File: config.mk
export PLATFORM = sky130hd
export DESIGN_NAME = jam_cost_table
export DESIGN_NICKNAME = d
export VERILOG_FILES = /design/src/rtl/jam_cost_table.sv
export SDC_FILE = /design/constraint.sdc
export NUM_CORES = 1
export LEC_CHECK = 0
export ABC_AREA = 1
export CORE_MARGIN = 8
export CORE_UTILIZATION = 23
export DETAILED_ROUTE_END_ITERATION = 8
export SLEW_MARGIN = 30
export SYNTH_ARGS = -nofsm -noshare
export SYNTH_HDL_FRONTEND = slang
export SYNTH_SLANG_ARGS = --single-unit
File: constraint.sdc
create_clock -name CLK -period 1.9 [get_ports CLK]
set_clock_uncertainty 0.2 [all_clocks]
set_input_delay 0.38 -clock CLK [delete_from_list [all_inputs] [get_ports CLK]]
set_output_delay 0.38 -clock CLK [all_outputs]
set_load 0.005 [all_outputs]
File: src/rtl/jam_cost_table.sv
// Cost table for an N x N assignment engine: loaded once from a valid-qualified stream, then read combinationally by {W,J}.
// Optional build macro COST_CHECKSUM_EN adds a running sum of the loaded entries (checksum / checksum_valid).
module jam_cost_table #(
    parameter int COST_W = 7,
    parameter int N      = 8
) (
    input  logic                     CLK,
    input  logic                     RST,
    input  logic                     in_valid,
    input  logic [COST_W-1:0]        in_data,
    output logic                     in_ready,
    input  logic                     reload,
    input  logic [$clog2(N)-1:0]     W,
    input  logic [$clog2(N)-1:0]     J,
    output logic [COST_W-1:0]        Cost,
    output logic                     table_ready
`ifdef COST_CHECKSUM_EN
    ,
    output logic [12:0]              checksum,
    output logic                     checksum_valid
`endif
);

    localparam int ENTRIES = N * N;
    localparam int IDX_W   = 2 * $clog2(N);

    typedef enum logic [1:0] {
        IDLE,
        LOAD,
        SERVE
    } state_t;

    state_t              state;
    state_t              state_nxt;
    logic [IDX_W-1:0]    ld_cnt;
    logic                accept;
    logic [COST_W-1:0]   cost_tbl [ENTRIES];

    assign accept = in_valid && in_ready;

    always_ff @(posedge CLK) begin
        if (RST) begin
            state <= IDLE;
        end else begin
            state <= state_nxt;
        end
    end

    always_comb begin
        state_nxt   = state;
        in_ready    = 1'b0;
        table_ready = 1'b0;
        case (state)
            IDLE: begin
                state_nxt = LOAD;
            end
            LOAD: begin
                in_ready = 1'b1;
                if (accept && (ld_cnt == IDX_W'(ENTRIES - 1))) begin
                    state_nxt = SERVE;
                end
            end
            SERVE: begin
                table_ready = 1'b1;
                if (reload) begin
                    state_nxt = LOAD;
                end
            end
            default: begin
                state_nxt = IDLE;
            end
        endcase
    end

    // The counter wraps to 0 naturally on the last accepted entry.
    always_ff @(posedge CLK) begin
        if (RST) begin
            ld_cnt <= '0;
        end else if ((state == SERVE) && reload) begin
            ld_cnt <= '0;
        end else if (accept) begin
            ld_cnt <= ld_cnt + 1'b1;
        end
    end

    // Storage is never reset; Cost gating hides stale contents.
    always_ff @(posedge CLK) begin
        if (accept) begin
            cost_tbl[ld_cnt] <= in_data;
        end
    end

    assign Cost = table_ready ? cost_tbl[{W, J}] : '0;

`ifdef COST_CHECKSUM_EN
    always_ff @(posedge CLK) begin
        if (RST) begin
            checksum <= '0;
        end else if ((state != LOAD) && (state_nxt == LOAD)) begin
            checksum <= '0;
        end else if (accept) begin
            checksum <= checksum + 13'(in_data);
        end
    end

    assign checksum_valid = table_ready;
`endif

endmodule

==> impl_metrics.py <==
metrics = {
    "run_status": {
        "run_status": "complete, but fails checks",
        "violations": "negative setup slack",
    },
    "floorplan": {
        "coreArea_sq_mm": 0.08055,
        "rows": 104,
        "die_h_um": 301.3,
        "io_pins": 26,
        "start_util": 0.2325,
        "die_width_um": 301.3,
        "die-area_sq_mm": 0.09081,
    },
    "setup_path": {
        "path_cells": "clkdlybuf4s50_1 -> buf_6 -> inv_4 -> buf_6 -> buf_12 -> nand2_1 -> nand3_1 -> nand3_2 -> a21oi_4 -> buf_6",
        "cp.arrival_ns": 1.90,
        "critPathMostFrequentCell": "buf_6",
        "end_kind": "output port",
        "crit_type": "in2out",
        "setup.worst_path.start_class": "input pin",
        "crit_fanout": 6,
        "required_ns": 1.32,
        "critPathSlowestCell": "clkdlybuf4s50_1",
        "max_stage_delay_ns": 0.41,
    },
    "cells_and_area": {
        "diodes": 0,
        "final_util": 0.3131,
        "area_growth_pct": 34.65,
        "nFillCells": 7884,
        "nNetsFinal": 1840,
        "finalInstanceArea_sq_mm": 0.02522,
        "final_layout_size_suffix_gt1_frac": 0.3111,
        "layoutNonFillerInstCount": 2918,
        "seq_area_sq_mm": 0.01362,
        "multi_input_area_sq_mm": 0.005737,
    },
    "clock_network": {
        "insertion_delay_ns": 0.57,
        "cts_made_buffers": 47,
        "cts-root-buf": "clkbuf_16",
        "cts_sinks": 456,
        "cts_tree": "built",
        "htree_num_levels": 2,
        "path_clk_slew_ns": 0.06,
        "clockBufferDepth": 3,
        "cts_hold_buf": 0,
    },
    "min_path": {
        "hold_class": "in2reg",
    },
    "power": {
        "internal_power_mw": 17.56,
        "ir_worst_vdd_mv": 0.6102,
        "p_clk_frac": 0.426,
        "seqPwrFrac": 0.493,
        "swShare": 0.2183,
        "pwr_density_cell_mw_per_mm2": 891.0,
        "p_switching_mw": 4.904,
        "p_leak_nw": 9.099,
        "power.total_mw": 22.47,
        "p_comb_frac": 0.081,
    },
    "yosys": {
        "async_flop_share": 0,
        "yosys.cell_count.top_type": "nand2_1",
        "muxShareOfSynthArea": 0,
        "netlist_area_sq_mm": 0.01873,
        "synth_simple_gate_area_share": 0.2347,
        "yosys_warnings": 0,
        "avgSynthCellArea_sq_um": 11.48,
        "synth_nets": 1649,
        "synth_compound_area_frac": 0.005345,
        "synth_top_area_frac": 0.7184,
        "synthXorXnorAreaFrac": 0,
        "yosysTopAreaCell": "edfxtp_1",
        "synthAdderAreaFrac": 0.0006681,
        "synth_top_family_by_area": "simple AND/OR/NAND/NOR gates",
        "yosys-top-cells-area": "edfxtp_1 (72%), nand2_1 (12%), nand3_1 (10%), nor2_1 (1.4%), buf_2 (1.2%)",
        "yosysSeqAreaShare": 0.7269,
        "synth_edf_count": 448,
        "ys_ff_latch": 456,
        "netlist_instances": 1631,
        "synth_common_cells": "nand2_1 (580), edfxtp_1 (448), nand3_1 (386)",
        "synth_ff_type": "edfxtp_1",
        "synth_cell_types": 20,
    },
    "sta": {
        "tightest_slew_ns": 0.4614,
        "finalHoldViolations": 0,
        "rsz0062_at_grt": "yes",
        "worst_slack_ns": -0.5846,
        "fin_crit_ns": 2.485,
        "timing.final.crit_share": 1.308,
        "max_freq_ghz": 0.4025,
        "setup_viol": 7,
        "drv_slew": 0,
        "slew_headroom": 0.6924,
    },
    "place": {
        "portBuffers": 25,
        "dp_cells": 2809,
        "gp_congestion": 0.8650,
        "dp_hpwl_mm": 32.02,
        "placed_cell_area_sq_mm": 0.02182,
    },
    "global_route": {
        "track_usage": 0.1089,
        "grt_pass1_vias": 12820,
        "antenna_found_initial": 0,
        "grt_pass1_wl_mm": 77.02,
        "overflow": 0,
        "grt_max_degree": 65,
    },
    "routing": {
        "drt_iter0_drc": 1343,
        "wl_per_cell_um": 17.76,
        "vias_per_cell": 4.499,
        "drtPass1Iterations": 7,
        "ant_nets": 0,
        "via_count": 13130,
        "drc": 0,
        "drt-total-wl_mm": 51.83,
    },
    "run": {
        "cap_violations": 0,
    },
}
worst max-delay path: cells and delay by family:
family	cells	cell delay [ns]
buffers and inverters	6	1.00
AO/OA/AOI/OAI	1	0.25
AND/OR/NAND/NOR	3	0.26
area by class of cell:
cell class	instances	area share
Inverter	22	0.004764
Sequential cell	456	0.5400
Tap cell	1060	0.05260
Timing Repair inverter	1	0.0003473
Clock inverter	25	0.01265
Timing Repair Buffer	235	0.1114
Multi-Input combinational cell	1059	0.2275
Clock buffer	60	0.05066
sequential cells by signal, indices dropped and copies added, names as in the netlist:
| register | cells |
|---|---|
| ld_cnt | 6 |
| state | 2 |
| cost_tbl | 448 |
cells in the final DEF (no fill, tap or decap), drive strengths merged:
master,n
buf,222
bufbuf,3
clkdlybuf4s50,6
nand2,580
nor2,69
inv,21
a2111oi,1
o21ai,4
edfxtp,448
ha,1
clkinvlp,1
a21oi,13
nor3,4
nor3b,1
nand3,386
bufinv,8
clkinv,18
dfxtp,8
clkbuf,64
what timing repair did:
action,4_1_cts,5_1_grt
pin swaps,64,79
endpoints found under the setup margin,457,426
gates resized for setup,208,174
gates cloned,5,4
buffers inserted,9,9
path summary, 6_finish.rpt:
check	start	to	slack, ns	cells after the start
max reg2reg	ld_cnt[5]$_SDFFE_PP0P_	cost_tbl[49][5]$_DFFE_PP_	0.03	6
min	in_data[0]	cost_tbl[6][0]$_DFFE_PP_	0.11	1
min reg2reg	ld_cnt[0]$_SDFFE_PP0P_	ld_cnt[0]$_SDFFE_PP0P_	0.38	2
max	W[0]	Cost[6]	-0.58	10
power by group through the flow:
stage | Sequential (mW) | Clock [mW] | Combinational, mW
after floorplan | 11.3 | 0 | 0.733
after global placement | 11.3 | 0 | 1.42
after detailed placement | 11.3 | 0 | 1.43
after CTS | 11.1 | 9.74 | 1.65
after global routing | 11.1 | 10.1 | 1.95
final | 11.1 | 9.58 | 1.82
per-layer routing:
| metal | global-route usage | wire (um) |
|---|---|---|
| met5 | 0 | 0 |
| met3 | 0.01699 | 2946 |
| met2 | 0.1791 | 24950 |
| met4 | 0.03901 | 1391 |
| met1 | 0.1447 | 22550 |
logic make-up (layout without fill, tap and decap cells):
kind of cell / Yosys count / in the layout
flops: 456 / 456
buf+inv: 116 / 343
fa+ha+maj: 1 / 1
simple gates: 1040 / 1040
compound gates: 18 / 18
stage by stage:
| stage | setup WS, ns | setup TNS, ns | hold slack, ns |
|---|---|---|---|
| 5_1_grt | -0.6548 | -6.514 | 0.09713 |
| 3_3_place_gp | -1.260 | -242.39 | 0.2965 |
| 3_5_place_dp | -1.284 | -255.30 | 0.3160 |
| 4_1_cts | -0.6029 | -4.145 | 0.09933 |
| 6_report | -0.5846 | -3.836 | 0.1120 |
| 2_1_floorplan | -0.1651 | -35.31 | 0.2491 |
Power figures use the tool's default switching activity.
